File: src/rtl/if_pkg.sv
// Shared types and constants for the RV32I instruction-fetch stage.
package if_pkg;

   localparam logic [31:0] NOP_INSTR = 32'h0000_0013;

   typedef enum logic [2:0] {
      ST_IDLE,
      ST_REQ,
      ST_WAIT,
      ST_DRAIN_REQ,
      ST_DRAIN
   } fetch_state_e;

   typedef struct packed {
      logic        valid;
      logic [31:0] pc;
      logic [31:0] instr;
   } fetch_entry_t;

   function automatic fetch_entry_t empty_entry();
      fetch_entry_t e;
      e.valid = 1'b0;
      e.pc    = 32'h0;
      e.instr = NOP_INSTR;
      return e;
   endfunction

endpackage

File: src/rtl/if_out_buffer.sv
// IF/ID output register plus one-entry skid; a load lands in the output when it is free this cycle.
// Flush wins over load and consume; while not consumed both entries hold.
module if_out_buffer
   import if_pkg::*;
(
   input  logic         clk_i,
   input  logic         rst_i,
   input  logic         load_i,
   input  logic [31:0]  load_pc_i,
   input  logic [31:0]  load_instr_i,
   input  logic         consume_i,
   input  logic         flush_i,
   output fetch_entry_t out_o,
   output logic         skid_full_o,
   output logic         skid_full_next_o
);

   fetch_entry_t out_q, skid_q, out_d, skid_d, new_e;

   always_comb begin
      new_e.valid = 1'b1;
      new_e.pc    = load_pc_i;
      new_e.instr = load_instr_i;
      out_d       = out_q;
      skid_d      = skid_q;
      if (flush_i) begin
         out_d.valid  = 1'b0;
         skid_d.valid = 1'b0;
      end else begin
         // Consume first so an arriving load sees the freed slot.
         if (consume_i) begin
            out_d        = skid_q;
            skid_d.valid = 1'b0;
         end
         if (load_i) begin
            if (!out_d.valid) begin
               out_d = new_e;
            end else begin
               skid_d = new_e;
            end
         end
      end
   end

   always_ff @(posedge clk_i) begin
      if (rst_i) begin
         out_q  <= empty_entry();
         skid_q <= empty_entry();
      end else begin
         out_q  <= out_d;
         skid_q <= skid_d;
      end
   end

   assign out_o            = out_q;
   assign skid_full_o      = skid_q.valid;
   assign skid_full_next_o = skid_d.valid;

endmodule

File: src/rtl/if_fetch_unit.sv
// Instruction fetch: one outstanding imem request, response to IF/ID in 2 cycles, 1 instr per 2 cycles peak.
// Stall holds the output and fills the skid, after which fetching pauses; redirect flushes everything.
module if_fetch_unit
   import if_pkg::*;
#(
   parameter logic [31:0] RESET_PC = 32'h0000_0000
) (
   input  logic        clk_i,
   input  logic        rst_i,
   output logic        imem_req_o,
   output logic [31:0] imem_addr_o,
   input  logic        imem_gnt_i,
   input  logic        imem_rvalid_i,
   input  logic [31:0] imem_rdata_i,
   input  logic        stall_i,
   input  logic        redirect_i,
   input  logic [31:0] redirect_pc_i,
   output logic        if_valid_o,
   output logic [31:0] if_pc_o,
   output logic [31:0] if_instr_o
);

   fetch_state_e state_q, state_d;
   logic [31:0]  fetch_pc_q, fetch_pc_d;
   logic [31:0]  addr_q;
   logic [31:0]  redirect_tgt;
   logic         load, consume, skid_full, skid_full_next;
   fetch_entry_t out_e;

   assign redirect_tgt = redirect_pc_i & 32'hFFFF_FFFC;
   assign consume      = out_e.valid && !stall_i;

   // addr_q tracks the presented address so a stale request survives a redirect unchanged.
   always_ff @(posedge clk_i) begin
      if (rst_i) begin
         state_q    <= ST_IDLE;
         fetch_pc_q <= RESET_PC;
         addr_q     <= RESET_PC;
      end else begin
         state_q    <= state_d;
         fetch_pc_q <= fetch_pc_d;
         if (state_q == ST_REQ) begin
            addr_q <= fetch_pc_q;
         end
      end
   end

   always_comb begin
      state_d    = state_q;
      fetch_pc_d = fetch_pc_q;
      unique case (state_q)
         ST_IDLE: begin
            if (!skid_full_next) state_d = ST_REQ;
         end
         ST_REQ: begin
            if (redirect_i) begin
               state_d = imem_gnt_i ? ST_DRAIN : ST_DRAIN_REQ;
            end else if (imem_gnt_i) begin
               state_d    = ST_WAIT;
               fetch_pc_d = fetch_pc_q + 32'd4;
            end
         end
         ST_WAIT: begin
            if (imem_rvalid_i) begin
               state_d = skid_full_next ? ST_IDLE : ST_REQ;
            end else if (redirect_i) begin
               state_d = ST_DRAIN;
            end
         end
         ST_DRAIN_REQ: begin
            if (imem_gnt_i) state_d = ST_DRAIN;
         end
         ST_DRAIN: begin
            if (imem_rvalid_i) state_d = ST_REQ;
         end
         default: state_d = ST_IDLE;
      endcase
      if (redirect_i) begin
         fetch_pc_d = redirect_tgt;
      end
   end

   always_comb begin
      imem_req_o  = 1'b0;
      imem_addr_o = fetch_pc_q;
      load        = 1'b0;
      case (state_q)
         ST_REQ:       imem_req_o = 1'b1;
         ST_DRAIN_REQ: begin
            imem_req_o  = 1'b1;
            imem_addr_o = addr_q;
         end
         ST_WAIT:      load = imem_rvalid_i && !redirect_i;
         default:      ;
      endcase
      if (rst_i) begin
         imem_req_o = 1'b0;
      end
   end

   if_out_buffer u_out_buffer (
      .clk_i            (clk_i),
      .rst_i            (rst_i),
      .load_i           (load),
      .load_pc_i        (addr_q),
      .load_instr_i     (imem_rdata_i),
      .consume_i        (consume),
      .flush_i          (redirect_i),
      .out_o            (out_e),
      .skid_full_o      (skid_full),
      .skid_full_next_o (skid_full_next)
   );

   assign if_valid_o = out_e.valid;
   assign if_pc_o    = out_e.valid ? out_e.pc : 32'h0;
   assign if_instr_o = out_e.valid ? out_e.instr : NOP_INSTR;

   a_no_stray_rvalid: assert property (@(posedge clk_i) disable iff (rst_i)
      !(imem_rvalid_i && (state_q == ST_IDLE || state_q == ST_REQ)));

   a_req_stable: assert property (@(posedge clk_i) disable iff (rst_i)
      (imem_req_o && !imem_gnt_i && !redirect_i) |=> (imem_req_o && $stable(imem_addr_o)));

   a_skid_empty_in_wait: assert property (@(posedge clk_i) disable iff (rst_i)
      !(state_q == ST_WAIT && skid_full));

endmodule

File: config.mk
export PLATFORM = sky130hd
export DESIGN_NAME = if_fetch_unit
export DESIGN_NICKNAME = d
export VERILOG_FILES = /design/src/rtl/if_pkg.sv /design/src/rtl/if_out_buffer.sv /design/src/rtl/if_fetch_unit.sv
export SDC_FILE = /design/constraint.sdc
export NUM_CORES = 1
export LEC_CHECK = 0
export CORE_ASPECT_RATIO = 1.2
export CORE_UTILIZATION = 35
export DETAILED_ROUTE_END_ITERATION = 10
export PLACE_DENSITY = 0.53
export RECOVER_POWER = 100
export SLEW_MARGIN = 20
export SYNTH_ARGS = -nofsm -noshare
export SYNTH_HDL_FRONTEND = slang
export SYNTH_SLANG_ARGS = --single-unit
File: constraint.sdc
create_clock -name clk_i -period 3.1 [get_ports clk_i]
set_clock_uncertainty 0.2 [all_clocks]
set_input_delay 0.62 -clock clk_i [delete_from_list [all_inputs] [get_ports clk_i]]
set_output_delay 0.62 -clock clk_i [all_outputs]
set_load 0.02 [all_outputs]
==> out/qor.tcl, run 1 <==
set qor(die_width_um) 150
set qor(timing.critical_path.required_ns) 2.28
set qor(max_slew.worst_pin.slew_ns) 1.71
set qor(root_buffer) {clkbuf_16}
set qor(floorplan.rows) 64
set qor(cellPowerDensity_nw_per_um2) 453
set qor(predominant_post_synthesis_flop_cell) {dfxtp_1}
set qor(grt_util_all_layers_pct) 20.7
set qor(tritoncts) {built}
set qor(final_cell_area_um2) 11800
set qor(critical_path_cell_count) 5
set qor(totalWireLength_mm) 27.7
set qor(hold_path_class) {reg -> reg}
set qor(max_clock_freq_mhz) 329
set qor(maxCapViolations) 2
set qor(synth_top_cell_area_share_pct) 41.7
set qor(placement.cell_area_um2) 11200
set qor(violations) {max-capacitance violations, max-slew violations}
set qor(critPathTopFamily) {buffers and inverters}
set qor(clk_pin_slew_ns) 0.07
set qor(port_buffers) 163
set qor(r2r_cells) 4
set qor(power.share.combinational_pct) 10.8
set qor(outcome) {finished with violations}
set qor(edff_count_synth) 0
set qor(cts.sinks) 191
set qor(clock_network_power_share_pct) 40.8
set qor(floorplan.die.height_um) 179
set qor(drtIter0Drc) 454
set qor(worst_slack_ns) 0.0634
set qor(postSynth.asyncResetShare_pct) 0
set qor(worst_hold_stages) 2
set qor(netlist-cell-type-count) 54
set qor(cts_hold_buffers) 0
set qor(maxSlewViolCount) 51
set qor(avgSynthCellArea_um2) 8.04
set qor(critical_path.max_stage_delay_ns) 0.60
set qor(ys_seq_elements) 191
set qor(synth_largest_area_cell) {dfxtp_1}
set qor(global_route_wire_length_before_repair_mm) 43.6
set qor(cp_num_buf_inv) 2
set qor(period_minus_slack_ns) 3.04
set qor(crit_path_max_fanout) 8
set qor(cell_type_of_the_slowest_stage_on_the_worst_timing_path) {clkdlybuf4s50_1}
set qor(static-leakage-power_nw) 4.21
set qor(area.growth.synth_to_final_pct) 28.2
set qor(detailroute.via_count) 8479
set qor(number_of_antenna_violations_at_the_first_check_in_global_routing) 0
set qor(grt_remaining_overflow) 0
set qor(fin_util_pct) 45.9
set qor(ant_nets) 0
set qor(worst_slack_at_placement_ns) 0.109
set qor(number_of_inserted_filler_cells_in_the_final_layout) 2596
set qor(p_sw_mw) 1.47
set qor(maximum_number_of_pins_on_one_net_before_global_route_repair) 190
set qor(sequential_area_share_after_synthesis_pct) 41.7
set qor(worst_ir_drop_vdd_mv) 0.382
set qor(timing.setup.critical_path_class) {reg -> out}
set qor(final_layout_size_suffix_gt1_share_pct) 10.9
set qor(timing.critical_path.to_type) {primary output}
set qor(synth.top_cells.by_count) {nand2_1, dfxtp_1, a21oi_1}
set qor(post_drt_via_cell_ratio) 5.26
set qor(bufs_on_longest_clock_path) 2
set qor(switching_portion_of_total_power_pct) 27.5
set qor(slew-limit-headroom_pct) -14.3
set qor(finalNetCount) 1337
set qor(cts-buffers-inserted) 17
set qor(die_outline_area_um2) 26900
set qor(remaining_drc_errors) 0
set qor(hpwl_mm) 17.1
set qor(start_util_pct) 35.8
set qor(final_min_period_over_clock_period_pct) 98.0
set qor(synthMostInstantiatedCell) {nand2_1}
set qor(worst_skew_pair.late_latency_ns) 0.44
set qor(synth_top_cells_by_area) {dfxtp_1, nand2_1, mux2_2}
set qor(tns_ns) 0
set qor(post_synth_instance_area_um2) 9180
set qor(path_cells) {nand2b_1, or2_4, buf_12, mux2_2, clkdlybuf4s50_1}
set qor(yosys_warnings) 0
set qor(place.gp.congestion) 0.819
set qor(io_pins) 168
set qor(timing.critical_path.arrival_ns) 2.22
set qor(drt_pass1_iterations) 5
set qor(critPathLaunchType) {register}
set qor(timing.final.hold_violations) 0
set qor(fp.coreArea_um2) 25600
set qor(p_int_mw) 3.86
set qor(power_frac_seq_pct) 48.4
set qor(report.final.setup_viol) 0
set qor(number_of_global_route_vias_before_repair) 7984
set qor(h-tree-depth) 4
set qor(syn-instance-count) 1142
set qor(detail_route.wl_per_cell_um) 17.2
-- kinds of logic (layout without fill, tap and decap cells) --
kind of cell | Yosys count | in the layout | synth area share [%]
XOR/XNOR | 7 | 7 | 0.668
buffers and inverters | 113 | 248 | 4.81
adder cells (fa/ha/maj) | 1 | 1 | 0.136
AO/OA/AOI/OAI | 252 | 252 | 17.3
AND/OR/NAND/NOR | 484 | 485 | 24.4
flip-flops | 191 | 191 | 41.7
other | 1 | 4 | 0.0409
multiplexers | 93 | 93 | 11.0
-- layer usage --
metal	vias up	wire, um	GRT usage (%)	share of wire, %
met2	174	13100	34.5	47
li1	4243	-	-	-
met3	30	933	2.63	3.4
met1	4032	13200	27.8	48
met5	-	0	0	0
met4	0	454	6.52	1.6
-- flip-flops by register name (all words and copies together), names as in the netlist --
register	cells
u_out_buffer.out_o	65
u_out_buffer.skid_q	62
addr_q	30
fetch_pc_q	30
state_q	3
u_out_buffer.skid_full_o	1
-- final cells by class --
class / instances / area, um2 / share of cell area, %
Multi-Input combinational cell: 840 / 4930 / 41.9
Sequential cell: 191 / 3820 / 32.5
Timing Repair Buffer: 206 / 1980 / 16.8
Clock buffer: 19 / 453 / 3.85
Tap cell: 330 / 413 / 3.51
Clock inverter: 13 / 125 / 1.06
Inverter: 10 / 37.5 / 0.319
Antenna cell: 2 / 5.00 / 0.0425
-- per-stage QoR --
step	hold WS [ns]	instances	power (mW)
2_1_floorplan	0.232	1143	2.93
3_3_place_gp	0.240	1571	3.22
3_5_place_dp	0.246	1571	3.22
4_1_cts	0.257	1604	5.40
5_1_grt	0.273	1609	5.54
6_report	0.255	1611	5.33
-- worst reg2reg max path, stage by stage, from the launching register on --
cell,delay (ns)
dfxtp_1,0.46
nand4_1,0.33
or4_1,0.87
or4_1,0.59
a311oi_1,0.25
-- placed cells by master, fill, tap and decap left out, drive strengths merged, types with 5 or more instances in the layout --
master,count
a211oi,10
and2,63
dlygate4sd3,17
nor3,8
clkinv,6
mux2i,32
nand2b,7
nand3,14
a311oi,47
a21oi,97
o21ai,38
o22ai,31
or3,6
dfxtp,191
nor2,66
clkdlybuf4s50,135
nor4,8
o31ai,9
nand2,263
or4,12
nand4,10
mux2,61
clkbuf,39
buf,33
inv,15
or2,5
-- timing repair --
action	CTS	global route
pin swaps	1	2
gates resized for setup	3	8
cloned	1	0
endpoints found under the setup margin	30	29
buffers inserted	0	5
-- final timing paths --
| kind | startpoint | to | slack, ns |
|---|---|---|---|
| setup / recovery | state_q[2] | imem_addr_o[16] | 0.06 |
| hold / removal | u_out_buffer.skid_q[35] | u_out_buffer.skid_q[35] | 0.25 |
| setup reg to reg | fetch_pc_q[6] | fetch_pc_q[20] | 0.31 |
| hold reg to reg | u_out_buffer.skid_q[35] | u_out_buffer.skid_q[35] | 0.25 |
-- power groups by stage --
stage	logic [mW]	registers [mW]	clock network [mW]
floorplan	0.315	2.61	0
global placement	0.582	2.64	0
detailed placement	0.582	2.64	0
CTS	0.589	2.58	2.23
global route	0.620	2.59	2.33
finish	0.577	2.58	2.17
(Power assumes the default switching activity.)
==> run 2: changes to the inputs <==
--- a/config.mk
+++ b/config.mk
@@ -5,6 +5,7 @@
 export SDC_FILE = /design/constraint.sdc
 export NUM_CORES = 1
 export LEC_CHECK = 0
+export ABC_AREA = 1
 export CORE_ASPECT_RATIO = 1.2
 export CORE_UTILIZATION = 35
 export DETAILED_ROUTE_END_ITERATION = 10
==> out/qor.tcl, run 2 <==
set qor(sequential_area_share_after_synthesis_pct) 40.6 ;# was 41.7%
set qor(netlist-cell-type-count) 34 ;# was 54
set qor(port_buffers) 163 ;# unchanged
set qor(timing.setup.critical_path_class) {reg -> out} ;# unchanged
set qor(rsz0062_at_grt) {false}
set qor(cts-buffers-inserted) 17 ;# unchanged
set qor(synth_top_cell_area_share_pct) 40.6 ;# was 41.7%
set qor(ant_nets) 0 ;# unchanged
set qor(number_of_global_route_vias_before_repair) 8624 ;# was 7,984
set qor(outcome) {completed} ;# was finished with violations
set qor(h-tree-depth) 4 ;# unchanged
set qor(critPathLaunchType) {register} ;# unchanged
set qor(io_pins) 168 ;# unchanged
set qor(fin_util_pct) 44.6 ;# was 45.9%
set qor(fp.coreArea_um2) 26400 ;# was 25,600 um2
set qor(maxCapViolations) 0 ;# was 2
set qor(placement.cell_area_um2) 11400 ;# was 11,200 um2
set qor(crit_path_max_fanout) 26 ;# was 8
set qor(root_buffer) {clkbuf_16} ;# unchanged
set qor(timing.final.hold_violations) 0 ;# unchanged
set qor(grt_util_all_layers_pct) 21.9 ;# was 20.7%
set qor(timing.critical_path.required_ns) 2.28 ;# about the same
set qor(ys_seq_elements) 191 ;# unchanged
set qor(post_drt_via_cell_ratio) 5.09 ;# was 5.26
set qor(timing.critical_path.arrival_ns) 2.16 ;# was 2.22 ns
set qor(detail_route.wl_per_cell_um) 15.9 ;# was 17.2 um
set qor(period_minus_slack_ns) 2.98 ;# was 3.04 ns
set qor(die_width_um) 152 ;# was 150 um
set qor(area.growth.synth_to_final_pct) 24.6 ;# was 28.2%
set qor(predominant_post_synthesis_flop_cell) {dfxtp_1} ;# unchanged
set qor(floorplan.die.height_um) 182 ;# was 179 um
set qor(grt_remaining_overflow) 0 ;# unchanged
set qor(maximum_number_of_pins_on_one_net_before_global_route_repair) 92 ;# was 190
set qor(insertedDiodeCount) 0 ;# was 2
set qor(worst_skew_pair.late_latency_ns) 0.44 ;# about the same
set qor(cellPowerDensity_nw_per_um2) 558 ;# was 453 nW/um2
set qor(drtIter0Drc) 709 ;# was 454
set qor(cts.sinks) 191 ;# unchanged
set qor(static-leakage-power_nw) 4.93 ;# was 4.21 nW
set qor(mostFrequentLayoutCell) {nand2_1} ;# unchanged
set qor(worst_slack_ns) 0.125 ;# was 0.0634 ns
set qor(totalWireLength_mm) 30.2 ;# was 27.7 mm
set qor(number_of_antenna_violations_at_the_first_check_in_global_routing) 0 ;# unchanged
set qor(avgSynthCellArea_um2) 6.58 ;# was 8.04 um2
set qor(postSynth.asyncResetShare_pct) 0 ;# unchanged
set qor(remaining_drc_errors) 0 ;# unchanged
set qor(synth.top_cells.by_count) {nand2_1, o21ai_0, dfxtp_1} ;# was nand2_1, dfxtp_1, a21oi_1
set qor(synth_largest_area_cell) {dfxtp_1} ;# unchanged
set qor(edff_count_synth) 0 ;# unchanged
set qor(global_route_wire_length_before_repair_mm) 48.4 ;# was 43.6 mm
set qor(slew-limit-headroom_pct) 24.4 ;# was -14.3%
set qor(place.gp.congestion) 0.961 ;# was 0.819
set qor(finalNetCount) 1622 ;# was 1,337
set qor(bufs_on_longest_clock_path) 2 ;# unchanged
set qor(largest_register_ffs) 65 ;# unchanged
set qor(floorplan.rows) 65 ;# was 64
set qor(drt_pass1_iterations) 5 ;# unchanged
set qor(max_slew.worst_pin.slew_ns) 1.13 ;# was 1.71 ns
set qor(yosys_warnings) 0 ;# unchanged
set qor(hpwl_mm) 20.4 ;# was 17.1 mm
set qor(synthMostInstantiatedCell) {nand2_1} ;# unchanged
set qor(final_layout_size_suffix_gt1_share_pct) 5.31 ;# was 10.9%
set qor(tns_ns) 0 ;# unchanged
set qor(cts_hold_buffers) 0 ;# unchanged
set qor(die_outline_area_um2) 27600 ;# was 26,900 um2
set qor(final_cell_area_um2) 11700 ;# was 11,800 um2
set qor(design_power_total_mw) 6.56 ;# was 5.33 mW
set qor(worst_slack_at_placement_ns) 0.120 ;# was 0.109 ns
set qor(max_clock_freq_mhz) 336 ;# was 329 MHz
set qor(report.final.setup_viol) 0 ;# unchanged
set qor(start_util_pct) 35.8 ;# about the same
set qor(regToRegSetupSlack_ns) 0.35 ;# was 0.31 ns
set qor(worst_ir_drop_vdd_mv) 0.327 ;# was 0.382 mV
set qor(clk_pin_slew_ns) 0.08 ;# was 0.07 ns
set qor(syn-instance-count) 1434 ;# was 1,142
set qor(hold_path_class) {reg -> reg} ;# unchanged
set qor(timing.critical_path.to_type) {primary output} ;# unchanged
set qor(tritoncts) {built} ;# unchanged
set qor(final_min_period_over_clock_period_pct) 96.0 ;# was 98.0%
set qor(post_synth_instance_area_um2) 9430 ;# was 9180 um2
set qor(most-common-layout-cells) {nand2_1, o21ai_0, dfxtp_1} ;# was nand2_1, dfxtp_1, clkdlybuf4s50_1
set qor(maxSlewViolCount) 0 ;# was 51
set qor(detailroute.via_count) 9660 ;# was 8,479
set qor(synth_top_cells_by_area) {dfxtp_1, nand2_1, o21ai_0} ;# was dfxtp_1, nand2_1, mux2_2
## run 2: final cells by class
class                   count  area (um2)
clock buffers              18         429
clock inverters            14         165
fillers                  2849       14600
inverters                 150         564
multi-input cells         989        4550
flip-flops and latches    191        3830
well taps                 335         419
repair buffers            202        1790
## run 2: worst paths after layout
| path | startpoint | endpoint | cells past startpoint |
|---|---|---|---|
| max | u_out_buffer.out_o[64] | if_pc_o[22] | 4 |
| min | u_out_buffer.out_o[32] | u_out_buffer.out_o[32] | 2 |
| min reg2reg | u_out_buffer.out_o[32] | u_out_buffer.out_o[32] | 2 |
| max reg2reg | u_out_buffer.out_o[64] | u_out_buffer.out_o[30] | 8 |
## run 2: report_power, final
part	internal (mW)	total, mW	switching (mW)
Sequential	2.72	2.92	0.192
Clock	1.16	2.24	1.08
Combinational	0.452	1.41	0.954
## run 2: worst max-delay path, stage by stage (launching register included)
cell and delay, ns:
dfxtp_4 0.56, buf_4 0.36, nand2_1 0.09, inv_1 0.10, clkdlybuf4s50_1 0.61
## run 2: per-stage QoR
step | hold slack [ns] | cells
finish | 0.249 | 1899
global route | 0.269 | 1899
CTS | 0.251 | 1899
detailed placement | 0.238 | 1867
global placement | 0.236 | 1867
floorplan | 0.225 | 1435
## run 2: kinds of logic (layout without fill, tap and decap cells)
group	count (synthesis)	after routing	synth area share, %
adders and majority gates	1	1	0.133
other	1	2	0.0398
AOI/OAI and AO/OA	389	389	21.5
DFF	191	191	40.6
buffers and inverters	255	384	11.2
and+or+nand+nor	594	594	26.4
xor gates and xnor gates	3	3	0.279
## run 2: routing by layer
layer | share of wire [%] | GRT usage, % | up-vias | wire (um)
li1 | - | - | 4929 | -
met1 | 46 | 29.7 | 4414 | 13900
met2 | 47 | 35.4 | 277 | 14100
met3 | 4.7 | 2.91 | 40 | 1420
met4 | 2.5 | 7.84 | 0 | 762
met5 | 0 | 0 | - | 0
## run 2: what timing repair did
item / CTS / global route
resized for setup: 15 / 20
setup endpoints to repair: 15 / 20
setup buffers: 0 / 0
hold endpoints to repair: 0 / 0
pin swaps: 0 / 0
cloned: 0 / 0
==> patch 1, RTL diff (flow settings as in run 2) <==
The 5 states of `fetch_state_e` get a one-hot encoding in 5 bits.
--- a/src/rtl/if_pkg.sv
+++ b/src/rtl/if_pkg.sv
@@ -4,10 +4,10 @@
    localparam logic [31:0] NOP_INSTR = 32'h0000_0013;
 
-   typedef enum logic [2:0] {
-      ST_IDLE,
-      ST_REQ,
-      ST_WAIT,
-      ST_DRAIN_REQ,
-      ST_DRAIN
+   typedef enum logic [4:0] {
+      ST_IDLE      = 5'b00001,
+      ST_REQ       = 5'b00010,
+      ST_WAIT      = 5'b00100,
+      ST_DRAIN_REQ = 5'b01000,
+      ST_DRAIN     = 5'b10000
    } fetch_state_e;
 
Formal check against the unedited RTL: no difference found for any inputs over 4 cycles, from zero or initial values and one cycle with rst_i high; so few cycles prove little.
==> patch 1 against run 2 <==
Worst hold slack lost 0.0037 ns. Critical endpoint is now if_instr_o[18]. Register-to-register slack improved by 0.07 ns. Sequential cell count is 2 higher. Worst setup slack improved by 0.050 ns. Design area grew 5.3%. Synthesized area rose by 6.0%. First-iteration DRC count fell by 21%. Routed wire length is 3.0% lower.
Power is not compared: it rests on default switching activity, and its combinational part moved more than twofold at a synthesized area within 25%.
==> patch 1: results (changes against run 2) <==
INFO  metric worst_r2r_endpoint = fetch_pc_q[30]
INFO  metric drive_gt1_frac = 0.06591 (+0.01284)
INFO  metric fin_worst_hold_slack = 0.2453 ns (-0.003664 ns)
INFO  metric r2r_slack = 0.42 ns (+0.07 ns)
INFO  metric globalplace.congestion = 0.8857 (-7.9%)
INFO  metric part_of_the_yosys_area_used_for_sequential_elements = 0.3865 (-0.01904)
INFO  metric synth.area.top_cells = sky130_fd_sc_hd__dfxtp_1, sky130_fd_sc_hd__nand2_1, sky130_fd_sc_hd__inv_1, sky130_fd_sc_hd__nor2_1, sky130_fd_sc_hd__o21ai_0
INFO  metric final-seq-area = 3865 um^2 (+0.98%)
INFO  metric grt_max_degree = 66 (-28%)
INFO  metric globalRouteTotalUtil = 0.2039 (-0.01494)
INFO  metric detailroute.wirelength.met2 = 13600 um (-3.7%)
INFO  metric synth_area_per_cell = 6.521 um^2 (-0.82%)
INFO  metric drt-vias-per-instance = 4.774 (-6.2%)
INFO  metric nets = 1727 (+6.5%)
INFO  metric clock_sinks = 193 (+1.0%)
INFO  metric rr_startpoint = state_q[2]
INFO  metric worst_setup_endpoint = if_instr_o[18]
INFO  metric outcome = completed
INFO  metric use_met2 = 0.3329 (-0.02125)
INFO  metric multi_input_comb_area = 4842 um^2 (+6.4%)
INFO  metric crit_slowest_cell = sky130_fd_sc_hd__dlygate4sd3_1
INFO  metric slowest_delay = 0.66 ns (+0.05 ns)
INFO  metric detailroute.wirelength.met3 = 1256 um (-11%)
INFO  metric hp-class = reg2reg
INFO  metric nonClockBufferCount = 193 (-4.5%)
INFO  metric slew_headroom = 0.2499 (+0.005497)
INFO  metric via_count_of_the_first_global_routing_pass = 8813 (+2.2%)
INFO  metric detailed_place.area = 11990 um^2 (+5.5%)
INFO  metric m1WireLength = 13990 um (+0.29%)
INFO  metric share_of_cell_area_taken_by_multi_input_logic_gates = 0.3913 (+0.003788)
INFO  metric synth.top_cells.by_count = sky130_fd_sc_hd__nand2_1, sky130_fd_sc_hd__inv_1, sky130_fd_sc_hd__nor2_1
INFO  metric hold-path-endpoint = u_out_buffer.out_o[33]
INFO  metric dp.final_hpwl = 19750 um (-3.0%)
INFO  metric cts_inserted_buffers = 17 (unchanged)
INFO  metric n_multi_input_combinational_cell = 1024 (+3.5%)
INFO  metric area_share_nonclk_buffers = 0.1394 (-0.01289)
INFO  metric worst_r2r_path_depth = 11 (+3)
INFO  metric drt_iter0_markers = 561 (-21%)
INFO  metric timing.critical_path.arrival = 2.10 ns (-0.06 ns)
INFO  metric pre_cts_slack = 0.2447 ns (+0.1244 ns)
INFO  metric min_from = u_out_buffer.out_o[33]
INFO  metric nNonClkInverters = 227 (+51%)
INFO  metric finalNonFillerCells = 2048 (+7.8%)
INFO  metric final-clk-cell-share = 0.04975 (-0.0008492)
INFO  metric route.final.wire_length = 29320 um (-3.0%)
-- patch 1: cell count changes after synthesis, sizes merged, moves of 27 or more --
cell and change:
nor2 +59, a31oi -31, o21ai -71, a211oi +60, nand2 +91, nor3 +27, nand3 -74, a21oi -33
inv +76
-- patch 1: cell families (layout without fill, tap and decap cells) --
| family | Yosys count | count (layout) | synth area share |
|---|---|---|---|
| fa+ha+maj | 1 | 1 | 0.001251 |
| flops | 193 | 193 | 0.3865 |
| buf+inv | 317 | 452 | 0.1263 |
| compound gates | 305 | 305 | 0.1892 |
| xor+xnor | 8 | 8 | 0.007009 |
| other cells | 1 | 2 | 0.0003751 |
| simple gates | 708 | 708 | 0.2894 |
-- patch 1: repair_timing --
action                     4_1_cts  5_1_grt
setup endpoints to repair       16       16
pin swaps                        0        0
resized for setup               19       16
-- patch 1: where the power goes --
group | switching (mW) | internal [mW]
Combinational | 0.317 | 0.198
Sequential | 0.0955 | 2.55
Clock | 1.02 | 1.32
==> patch 2, RTL diff (flow settings as in run 2) <==
Made on the original files. Reset style: asynchronous (`rst_i`), changed in 2 clocked blocks.
--- a/src/rtl/if_out_buffer.sv
+++ b/src/rtl/if_out_buffer.sv
@@ -43,5 +43,5 @@
    end
 
-   always_ff @(posedge clk_i) begin
+   always_ff @(posedge clk_i or posedge rst_i) begin
       if (rst_i) begin
          out_q  <= empty_entry();
--- a/src/rtl/if_fetch_unit.sv
+++ b/src/rtl/if_fetch_unit.sv
@@ -32,5 +32,5 @@
 
    // addr_q tracks the presented address so a stale request survives a redirect unchanged.
-   always_ff @(posedge clk_i) begin
+   always_ff @(posedge clk_i or posedge rst_i) begin
       if (rst_i) begin
          state_q    <= ST_IDLE;
Function: differs if rst_i is asserted again (counterexample within 4 cycles, from zero or initial values and one cycle with rst_i high); with rst_i held inactive, the same outputs for 4 cycles.
==> patch 2 against run 2 <==
Fmax rose by 1.8%. Largest power group unchanged. Design area rose by 4.2%. Power up 32%. First-iteration DRC count is 25% lower. Sequential cell count unchanged. Synthesized area increased by 4.2%. Worst setup slack better by 0.054 ns. Worst hold slack better by 0.024 ns. Routed wire length shrank 11%.
==> patch 2: results (changes against run 2) <==
INFO  metric final_critical_path_setup_slack = 0.1783 ns (+0.05366 ns)
INFO  metric p_leak = 6.282 nW (+27%)
INFO  metric synth.top_cells.by_count = sky130_fd_sc_hd__nand2_1, sky130_fd_sc_hd__nor2_1, sky130_fd_sc_hd__dfrtp_1
INFO  metric fin_worst_hold_slack = 0.2733 ns (+0.02437 ns)
INFO  metric globalplace.congestion = 0.9050 (-5.9%)
INFO  metric detailed_place.area = 11810 um^2 (+4.0%)
INFO  metric share_of_cell_area_taken_by_multi_input_logic_gates = 0.3237 (-0.06379)
INFO  metric outcome = completed
INFO  metric final-clk-cell-share = 0.04956 (-0.001036)
INFO  metric grt_pass1_wl = 43420 um (-10%)
INFO  metric drt_iter0_markers = 534 (-25%)
INFO  metric worst_slew_pin_slew = 1.270 ns (+0.1361 ns)
INFO  metric switching_power_as_a_share_of_total_power = 0.3674 (+0.02801)
INFO  metric synthToLayoutAreaGrowth = 24.61% (about the same)
INFO  metric timing.critical_path.arrival = 2.10 ns (-0.06 ns)
INFO  metric post_synth_num_cell_types = 32 (-5.9%)
INFO  metric n_multi_input_combinational_cell = 916 (-7.4%)
INFO  metric drt-vias-per-instance = 4.642 (-8.7%)
INFO  metric part_of_the_yosys_area_used_for_sequential_elements = 0.4872 (+0.08168)
INFO  metric min_from = u_out_buffer.out_o[0]
INFO  metric pwr_density_cell = 705.0 nW/um^2 (+26%)
INFO  metric ctsRootBufferMaster = sky130_fd_sc_hd__clkbuf_16
INFO  metric timing.critical_path.from = state_q[0]
INFO  metric rr_startpoint = u_out_buffer.out_o[64]
INFO  metric postSynth.topFlopCell = sky130_fd_sc_hd__dfrtp_1
INFO  metric synth_area_per_cell = 7.262 um^2 (+10%)
INFO  metric placed_cells = 1841 (-1.4%)
INFO  metric layout.sequential_cells = 191 (unchanged)
INFO  metric final-seq-area = 4788 um^2 (+25%)
INFO  metric sequentialPowerShare = 0.440 (-0.005)
INFO  metric clock_buffer_count = 20 (+2)
INFO  metric nNonClkInverters = 179 (+19%)
INFO  metric dp.final_hpwl = 18870 um (-7.4%)
INFO  metric grt_max_degree = 74 (-20%)
INFO  metric nonClockBufferCount = 181 (-10%)
INFO  metric drive_gt1_frac = 0.04736 (-0.005704)
INFO  metric synth.area.top_cells = sky130_fd_sc_hd__dfrtp_1, sky130_fd_sc_hd__nand2_1, sky130_fd_sc_hd__o21ai_0, sky130_fd_sc_hd__nor2_1, sky130_fd_sc_hd__inv_1
INFO  metric clk_pwr = 2.28 mW (+2%)
INFO  metric globalRouteTotalUtil = 0.1947 (-0.02416)
INFO  metric worst_r2r_endpoint = u_out_buffer.out_o[48]
INFO  metric worst_setup_endpoint = imem_addr_o[19]
INFO  metric hold-path-endpoint = u_out_buffer.out_o[0]
INFO  metric via_count_of_the_first_global_routing_pass = 8114 (-5.9%)
INFO  metric pre_cts_slack = 0.2695 ns (+0.1492 ns)
## patch 2: cell types whose count changed in the layout (fill, tap and decap cells not counted), moves of 49 or more
cell / change
sky130_fd_sc_hd__a21oi_1: -92
sky130_fd_sc_hd__dfxtp_1: -190
sky130_fd_sc_hd__nor2_1: +57
sky130_fd_sc_hd__dfrtp_1: +184
sky130_fd_sc_hd__nand3_1: -49
sky130_fd_sc_hd__nand2_1: +100
## patch 2: per-layer routing
metal / vias up / wire length, um / share of wire / track usage
li1: 4454 / - / - / -
met1: 4009 / 13070 / 0.48 / 0.2735
met2: 208 / 12550 / 0.47 / 0.3130
met3: 24 / 934 / 0.035 / 0.02747
met4: 0 / 405 / 0.015 / 0.05267
met5: - / 0 / 0 / 0
## patch 2: cells by family (layout without fill, tap and decap cells)
logic type / after synthesis / after routing / synth area share
other: 1 / 2 / 0.0003817
and+or+nand+nor: 695 / 695 / 0.2865
DFF: 191 / 191 / 0.4872
adders and majority gates: 1 / 1 / 0.001273
buffers and inverters: 247 / 392 / 0.1075
xor gates and xnor gates: 7 / 7 / 0.006240
AOI/OAI and AO/OA: 211 / 211 / 0.1109
## patch 2: worst max-delay path: stages, from the launching register on
cell and delay (ns):
sky130_fd_sc_hd__dfrtp_1 0.38, sky130_fd_sc_hd__inv_2 0.06, sky130_fd_sc_hd__nor2_2 0.15, sky130_fd_sc_hd__nand2_1 0.15
sky130_fd_sc_hd__buf_12 0.20, sky130_fd_sc_hd__o21ai_0 0.31, sky130_fd_sc_hd__dlygate4sd2_1 0.39
## patch 2: timing repair
| action | CTS | global route |
|---|---|---|
| hold buffers | 0 | 0 |
| gates resized for setup | 29 | 4 |
| setup endpoints to repair | 26 | 4 |
| endpoints found under the hold margin | 0 | 0 |
| pin swaps | 0 | 0 |
